File: src/rtl/display_pkg.sv
// Shared types and 7-segment constants for the result display.
// Segment order {g,f,e,d,c,b,a}, active low.
package display_pkg;

  typedef logic [3:0] bcd_t;

  typedef enum logic [1:0] {
    ST_IDLE,
    ST_SHIFT,
    ST_COMMIT
  } conv_state_t;

  localparam int NUM_DIGITS = 4;

  localparam logic [6:0] SEG_0   = 7'b1000000;
  localparam logic [6:0] SEG_1   = 7'b1111001;
  localparam logic [6:0] SEG_2   = 7'b0100100;
  localparam logic [6:0] SEG_3   = 7'b0110000;
  localparam logic [6:0] SEG_4   = 7'b0011001;
  localparam logic [6:0] SEG_5   = 7'b0010010;
  localparam logic [6:0] SEG_6   = 7'b0000010;
  localparam logic [6:0] SEG_7   = 7'b1111000;
  localparam logic [6:0] SEG_8   = 7'b0000000;
  localparam logic [6:0] SEG_9   = 7'b0010000;
  localparam logic [6:0] SEG_OFF = 7'b1111111;

  function automatic logic [6:0] seg_decode(
    input bcd_t d
  );
    logic [6:0] s;
    s = SEG_OFF;
    unique case (d)
      4'd0:    s = SEG_0;
      4'd1:    s = SEG_1;
      4'd2:    s = SEG_2;
      4'd3:    s = SEG_3;
      4'd4:    s = SEG_4;
      4'd5:    s = SEG_5;
      4'd6:    s = SEG_6;
      4'd7:    s = SEG_7;
      4'd8:    s = SEG_8;
      4'd9:    s = SEG_9;
      default: s = SEG_OFF;
    endcase
    return s;
  endfunction

endpackage

File: src/rtl/module_bin_to_bcd.sv
// Sequential double-dabble: load/bin_in in, busy/done/bcd out.
// bcd only changes on the COMMIT->IDLE edge, together with done.
module module_bin_to_bcd
  import display_pkg::*;
(
  input  logic        clk,
  input  logic        rst_n,
  input  logic [7:0]  bin_in,
  input  logic        load,
  output logic        busy,
  output logic        done,
  output logic [11:0] bcd
);

  conv_state_t state;
  conv_state_t state_nx;

  logic [7:0]  shift_reg;
  logic [11:0] scratch;
  logic [11:0] adj;
  logic [2:0]  iter;

  function automatic bcd_t add3(
    input bcd_t n
  );
    return (n >= 4'd5) ? n + 4'd3 : n;
  endfunction

  assign adj = {add3(scratch[11:8]),
                add3(scratch[7:4]),
                add3(scratch[3:0])};

  always_comb begin
    state_nx = state;
    busy     = 1'b0;
    unique case (state)
      ST_IDLE: begin
        if (load) state_nx = ST_SHIFT;
      end
      ST_SHIFT: begin
        busy = 1'b1;
        if (iter == 3'd7) state_nx = ST_COMMIT;
      end
      ST_COMMIT: begin
        busy     = 1'b1;
        state_nx = ST_IDLE;
      end
      default: state_nx = ST_IDLE;
    endcase
  end

  always_ff @(posedge clk or negedge rst_n) begin
    if (!rst_n) begin
      state     <= ST_IDLE;
      shift_reg <= '0;
      scratch   <= '0;
      iter      <= '0;
      bcd       <= '0;
      done      <= 1'b0;
    end else begin
      state <= state_nx;
      done  <= 1'b0;
      unique case (state)
        ST_IDLE: begin
          if (load) begin
            shift_reg <= bin_in;
            scratch   <= '0;
            iter      <= '0;
          end
        end
        ST_SHIFT: begin
          {scratch, shift_reg} <=
            {adj[10:0], shift_reg, 1'b0};
          iter <= iter + 3'd1;
        end
        ST_COMMIT: begin
          bcd  <= scratch;
          done <= 1'b1;
        end
        default: ;
      endcase
    end
  end

endmodule

File: src/rtl/module_display_resultado.sv
// Captures a selector value, converts it to BCD and scans it onto
// a 4-digit common-anode display (seg/an active low, an[0]=units).
module module_display_resultado
  import display_pkg::*;
#(
  parameter int SCAN_DIV = 27_000
) (
  input  logic        clk,
  input  logic        rst_n,
  input  logic [7:0]  bin_in,
  input  logic        load,
  output logic        busy,
  output logic        done,
  output logic [11:0] bcd,
  output logic [6:0]  seg,
  output logic [3:0]  an
);

  localparam int CW = $clog2(SCAN_DIV);
  localparam logic [CW-1:0] SCAN_LAST = CW'(SCAN_DIV - 1);
  localparam logic [1:0] IDX_LAST = 2'(NUM_DIGITS - 1);

  logic [CW-1:0] scan_cnt;
  logic [1:0]    digit_idx;

  bcd_t hund;
  bcd_t tens;
  bcd_t units;

  module_bin_to_bcd u_conv (
    .clk    (clk),
    .rst_n  (rst_n),
    .bin_in (bin_in),
    .load   (load),
    .busy   (busy),
    .done   (done),
    .bcd    (bcd)
  );

  assign hund  = bcd[11:8];
  assign tens  = bcd[7:4];
  assign units = bcd[3:0];

  always_ff @(posedge clk or negedge rst_n) begin
    if (!rst_n) begin
      scan_cnt  <= '0;
      digit_idx <= '0;
    end else if (scan_cnt == SCAN_LAST) begin
      scan_cnt  <= '0;
      digit_idx <= (digit_idx == IDX_LAST)
                   ? 2'd0 : digit_idx + 2'd1;
    end else begin
      scan_cnt <= scan_cnt + CW'(1);
    end
  end

  // Leading zeros blank; the fourth digit is always dark.
  always_comb begin
    seg = SEG_OFF;
    an  = 4'b1111;
    unique case (1'b1)
      (digit_idx == 2'd0): begin
        an  = 4'b1110;
        seg = seg_decode(units);
      end
      (digit_idx == 2'd1): begin
        an  = 4'b1101;
        if (hund != 4'd0 || tens != 4'd0)
          seg = seg_decode(tens);
      end
      (digit_idx == 2'd2): begin
        an  = 4'b1011;
        if (hund != 4'd0)
          seg = seg_decode(hund);
      end
      default: begin
        an  = 4'b0111;
        seg = SEG_OFF;
      end
    endcase
  end

endmodule
File: config.mk
export PLATFORM = sky130hd
export DESIGN_NAME = module_display_resultado
export DESIGN_NICKNAME = d
export VERILOG_FILES = /design/src/rtl/display_pkg.sv /design/src/rtl/module_bin_to_bcd.sv /design/src/rtl/module_display_resultado.sv
export SDC_FILE = /design/constraint.sdc
export NUM_CORES = 1
export LEC_CHECK = 0
export CAP_MARGIN = 10
export CORE_MARGIN = 2
export CORE_UTILIZATION = 57
export CTS_CLUSTER_DIAMETER = 80
export CTS_CLUSTER_SIZE = 40
export DETAILED_ROUTE_END_ITERATION = 16
export MAX_ROUTING_LAYER = met4
export PLACE_DENSITY = 0.8
export SLEW_MARGIN = 20
export SYNTH_ARGS = -nofsm -noshare
export SYNTH_HDL_FRONTEND = slang
export SYNTH_SLANG_ARGS = --single-unit
File: constraint.sdc
create_clock -name clk -period 2.44 [get_ports clk]
set_input_delay 0.366 -clock clk [delete_from_list [all_inputs] [get_ports clk]]
set_output_delay 0.366 -clock clk [all_outputs]
set_load 0.01 [all_outputs]
==> After elaboration in Yosys (flattened, before gate mapping) <==
Memories as Yosys holds them, arrays and structs flattened.
Cells that the tools add are included.
{ "word_totals": {"mem_bits_ro": 336, "in_bits": 11, "word_cells": 58, "out_inout_bits": 25, "n_memories": 3, "ff_bits": 55} }
{ "memory_table": {"columns": ["memory", "words", "word_bits", "rd", "rd_clocked_by_memory_dff", "wr", "line", "text"], "rows": [
  ["(name not given)", 16, 7, 1, 0, 0, "display_pkg.sv:32", "unique case (d)"],
  ["(name not given)", 16, 7, 1, 0, 0, "display_pkg.sv:32", null],
  ["(name not given)", 16, 7, 1, 0, 0, "display_pkg.sv:32", null]
]} }
{ "classes": {"addsub": 6, "n_eq_ne": 9, "n_mux": 20, "order_cmp": 3, "n_reduce_logical": 9} }
{ "ops": {"columns": ["cell", "count"], "rows": [
  ["$pmux 12 s2", 1],
  ["$pmux 7 s3", 1],
  ["$pmux 8 s2", 1],
  ["$add 15x1->15 const B", 1],
  ["$eq 15x15->1 const B", 1],
  ["$mux 15", 1],
  ["$mux 7", 2],
  ["$ge 4x3->1 const B", 3],
  ["$mux 12", 1],
  ["$pmux 4 s3", 1],
  ["$add 4x2->4 const B", 2],
  ["$mux 4", 2],
  ["$mux 8", 1],
  ["$reduce_bool 4->1", 2],
  ["$eq 2x2->1 const B", 3],
  ["$mux 2", 3],
  ["$mux 3", 2],
  ["$pmux 3 s2", 1],
  ["$eq 2x1->1 const B", 2],
  ["$logic_not 2->1", 2],
  ["$pmux 2 s2", 1],
  ["$reduce_and 2->1", 2],
  ["$add 3x1->3 const B", 1],
  ["$add 3x2->3 const B", 1],
  ["8 further kinds", 9]
]} }

==> Logic depth before layout (Yosys ltp) <==
{ "logic_depth": {"word_depth": 4, "depth_mapped": 7, "depth_no_buf": 6} }

==> By module <==
A second synthesis with hierarchy kept.
{ "unflattened": {"hier_cells": 340, "area_unflattened_um2": 3434.5} }
{ "modules_own_cells": {"columns": ["module", "instances", "area_per_inst_um2", "cells_each", "seq_area_each_um2"], "rows": [
  ["module_bin_to_bcd", 1, 1809.2, 148, 950.9],
  ["module_display_resultado", 1, 1625.3, 192, 425.4]
]} }

==> Least setup slack after synthesis <==
OpenSTA, ideal clock, no wires.
{ "synth_timing": {"path_kind": "register to output", "from": "reg u_conv.bcd[9]", "to": "out seg[1]", "setup_slack_ps": 448, "t_required_ps": 2074, "stages_incl_launch_ff": 7, "t_arrival_ps": 1626, "path_buffers": 0, "path_cell_list": "dfrtp_1 > inv_1 > ha_1 > nand2_1 > o41ai_2 > a21oi_1 > o21ai_0"} }
{ "synth_via": {"elab_chain_cells": 4, "elab_cells_between_ends": 6, "cone_classes": "mux: 3; reduce/logical: 2; memory: 1"} }
{ "synth_lines": {"columns": ["item", "line", "text"], "rows": [
  ["start, declared", "module_bin_to_bcd.sv:12", "output logic [11:0] bcd"],
  ["start signal, assigned", "module_bin_to_bcd.sv:77", "bcd <= scratch;"],
  ["parallel branches: the longest is 3 deep, another holds $mem_v2 16x7", null, null],
  ["$pmux 7 s3 (*)", "module_display_resultado.sv:61", "unique case (1'b1)"],
  ["end, declared", "module_display_resultado.sv:15", "output logic [6:0] seg,"]
]} }
Every way passes the cells marked *.

==> Worst setup path after layout <==
{ "layout_timing": {"from": "reg u_conv.bcd[8]", "to": "out seg[2]"} }
Same word-level chain as after synthesis.

==> out/results.ini <==
[clock_tree]
cts-root-to-sink-buffers=2
cts_inserted_buffers=5
cts_tree=done
cts-htree-levels=2
clk-insertion-delay-late_ns=0.31
clock_slew_at_reported_path_ffs_ns=0.10
cts.root.buffer_cell=sky130_fd_sc_hd__clkbuf_8
clock_sinks=55

[final_layout]
post-route-util=0.695
layout-drive-gt1-share=0.141
postLayoutCellArea_sq_um=4070
max_ffs_per_register=15
fillers=428
reg_top3=scan_cnt (15), u_conv.bcd (12), u_conv.scratch (12)
fin_nets=449
antenna_cells=0
largest-register=scan_cnt
areaGrowthSynthToFinish_pct=19.8
ff_latch_area_sq_um=1380
multi_input_area_sq_um=1900

[setup_path]
worstSetupEndpointType=primary output
kind_of_critical_path=flip-flop to primary output
startpoint_type_of_the_worst_setup_path=flip-flop
crit_path_buf_inv_count=3
timing.critical_path.slowest_stage_cell=sky130_fd_sc_hd__dfrtp_1
worstPathMaxFanout=4
worstPathArrival_ns=2.05
worst-r2r-cell-count=6
timing.critical_path.slowest_cell_delay_ns=0.40
timing.rr.start=u_conv.scratch[4]$_DFFE_PN0P_
ff2ff_setup_slack_ns=0.74
rr_endpoint=u_conv.scratch[6]$_DFFE_PN0P_
cp_top_family=compound AO/OA/AOI/OAI gates
critical_path.cell_chain=inv_2 > ha_4 > nand2_2 > o41ai_4 > buf_4 > a21oi_1 > o211ai_1 > clkdlybuf4s15_2
worstPathRequired_ns=2.07

[global_route]
grt_pass1_vias=2475
gr-total-overflow=0
grtUsageTotal=0.219
pin_count_of_the_biggest_net_entering_global_routing=27
initial_antenna_violation_count=0
grt_first_pass_wirelength_microns=11000

[yosys]
synth.cell_area_sq_um=3390
synthDistinctLibCells=44
netlist_instances=353
synth.most_common_cell=sky130_fd_sc_hd__dfrtp_1
postSynthNetCount=400
share_of_synthesized_registers_carrying_an_async_set_or_reset=1.00
synth_area_per_cell_sq_um=9.62
seq_area_frac_synth=0.405
synthTopCellsByCount=sky130_fd_sc_hd__dfrtp_1 (55), sky130_fd_sc_hd__ha_1 (36), sky130_fd_sc_hd__o21ai_0 (34)
yosys_register_bits=55
dominantRegCellSynth=sky130_fd_sc_hd__dfrtp_1
synth_top_area_share=0.405
synth-edff-count=0
netlist_top_cells_area=sky130_fd_sc_hd__dfrtp_1 (41%), sky130_fd_sc_hd__ha_1 (13%), sky130_fd_sc_hd__o21ai_0 (5.0%), sky130_fd_sc_hd__mux2_2 (3.3%), sky130_fd_sc_hd__nand2_1 (3.3%)
netlist.top_cell.by_area=sky130_fd_sc_hd__dfrtp_1
yosysWarningCount=0

[place]
buffer_ports.inserted=35
dp.final_hpwl_microns=4860
gp_routability_congestion=0.906
placedInstanceArea_sq_um=3890
pre_cts_ws_ns=-0.134

[route]
wire_per_inst_microns=13.9
final_antenna_violating_net_count=0
route.final.wire_length_microns=6630
first_pass_iters=4
avgViaCountPerCell=5.54
dr.first_iter.drc_count=138
route.vias.total=2650
drcViolationCount=0

[timing]
finClkSkew_ns=0.0105
layout_worst_path_cycle_share=0.991
slew-limit-headroom=0.707
setup_viol=0
fmax_mhz=414
worst_slack_ns=0.0227
worst-slew-pin-transition_ns=0.440
maxSlewViolCount=0
post-route-min-period_ns=2.42
final_hold_viol_count=0

[power_and_ir_drop]
switching_share=0.375
ir_worst_vdd_uv=754
comb_power_share=0.467
clock_power_share=0.171
cellInternalPower_uw=2260
power.net_switching_uw=1360
seqPwrFrac=0.361
finalPower_uw=3620
power.leakage_uw=0.00189
cellPowerDensity_nw_per_um2=890

[worst_hold_path]
timing.hold.worst.class=input pin to async pin

[run_status]
status=finished clean

[die]
rows=28
coreArea_sq_um=5850
die-width_microns=81.2
initial_utilization=0.580
die_y_microns=81.2
floorplan_die_area_sq_um=6590
num_io_pins=36

[flow_run]
maxCapViolCount=0

## cell usage in the layout, fill, tap and decap left out, types with 2 or more instances in the layout
master	instances
sky130_fd_sc_hd__a22o_1	3
sky130_fd_sc_hd__buf_2	2
sky130_fd_sc_hd__ha_1	34
sky130_fd_sc_hd__a32o_1	3
sky130_fd_sc_hd__o31ai_1	5
sky130_fd_sc_hd__and3_1	5
sky130_fd_sc_hd__xnor2_1	9
sky130_fd_sc_hd__a21oi_2	2
sky130_fd_sc_hd__o211ai_1	4
sky130_fd_sc_hd__xor2_1	9
sky130_fd_sc_hd__o32ai_1	2
sky130_fd_sc_hd__o21ai_1	3
sky130_fd_sc_hd__inv_1	23
sky130_fd_sc_hd__mux2i_1	11
sky130_fd_sc_hd__o22ai_1	3
sky130_fd_sc_hd__buf_4	20
sky130_fd_sc_hd__dfrtp_1	55
sky130_fd_sc_hd__o21ai_0	31
sky130_fd_sc_hd__nor4_1	4
sky130_fd_sc_hd__mux2_2	10
sky130_fd_sc_hd__nand4_1	3
sky130_fd_sc_hd__a21oi_1	15
sky130_fd_sc_hd__o2111ai_1	2
sky130_fd_sc_hd__nand3_1	8
sky130_fd_sc_hd__o221ai_1	2
sky130_fd_sc_hd__clkdlybuf4s50_1	27
sky130_fd_sc_hd__and2_1	2
sky130_fd_sc_hd__dlygate4sd2_1	2
sky130_fd_sc_hd__nor2b_1	5
sky130_fd_sc_hd__nor2_1	19
sky130_fd_sc_hd__inv_2	3
sky130_fd_sc_hd__clkbuf_8	6
sky130_fd_sc_hd__a211oi_1	2
sky130_fd_sc_hd__nand2_1	29
sky130_fd_sc_hd__a31oi_1	3
sky130_fd_sc_hd__nand2b_1	13
sky130_fd_sc_hd__nor3b_1	2
sky130_fd_sc_hd__clkbuf_2	3
## per-layer routing
| metal | global-route usage | share of wire | routed length, microns | vias up |
|---|---|---|---|---|
| li1 | - | - | - | 1324 |
| met1 | 0.263 | 0.46 | 3060 | 1265 |
| met2 | 0.383 | 0.49 | 3270 | 52 |
| met3 | 0.0344 | 0.031 | 204 | 9 |
| met4 | 0.0610 | 0.013 | 89 | 0 |
| met5 | - | 0 | 0 | - |
## what timing repair did
item                       CTS  global route
setup endpoints to repair    7             5
hold endpoints to repair    10             0
pin swaps                    2             1
resized for setup           23             9
setup buffers                3             2
hold buffers                 1             0
## kinds of logic (layout without fill, tap and decap cells)
family / count (synthesis) / count (layout) / synth area share
AND/OR/NAND/NOR: 99 / 99 / 0.148
buffers and inverters: 40 / 90 / 0.0464
AO/OA/AOI/OAI: 84 / 84 / 0.156
multiplexers: 21 / 21 / 0.0656
flip-flops: 55 / 55 / 0.405
XOR/XNOR: 18 / 18 / 0.0464
adder cells (fa/ha/maj): 36 / 36 / 0.133
## stage by stage
step                      TNS [ns]  instances  hold WS, ns
after floorplan                  0        353       0.0704
after global placement     -0.0525        464        0.253
after detailed placement    -0.479        464        0.257
after CTS                        0        476        0.450
after global routing       -0.0415        478        0.471
final                            0        478        0.452
## power by group through the flow
stage / sequential [uW] / clock [uW] / combinational (uW)
final: 1310 / 620 / 1690
after global routing: 1340 / 669 / 1880
after CTS: 1300 / 635 / 1660
after detailed placement: 1320 / 0 / 1630
after global placement: 1300 / 0 / 1580
after floorplan: 1290 / 0 / 1080
## layout make-up
type / count / share of cell area
multi-input cells: 258 / 0.467
flip-flops and latches: 55 / 0.338
repair buffers: 56 / 0.119
inverters: 26 / 0.0240
well taps: 75 / 0.0231
clock buffers: 6 / 0.0203
clock inverters: 2 / 0.00861
## worst max path at each step
stage / slack (ns) / start / cells after the start / endpoint
after floorplan: 0.45 / u_conv.bcd[9]$_DFFE_PN0P_ / 6 / seg[1]
after global placement: -0.03 / u_conv.bcd[8]$_DFFE_PN0P_ / 7 / seg[6]
after detailed placement: -0.13 / u_conv.bcd[8]$_DFFE_PN0P_ / 7 / seg[5]
after CTS: 0.05 / u_conv.bcd[8]$_DFFE_PN0P_ / 8 / seg[2]
after global routing: -0.03 / u_conv.bcd[4]$_DFFE_PN0P_ / 8 / seg[2]
final: 0.02 / u_conv.bcd[8]$_DFFE_PN0P_ / 8 / seg[2]
No activity file was read; power rests on OpenSTA's default activity.
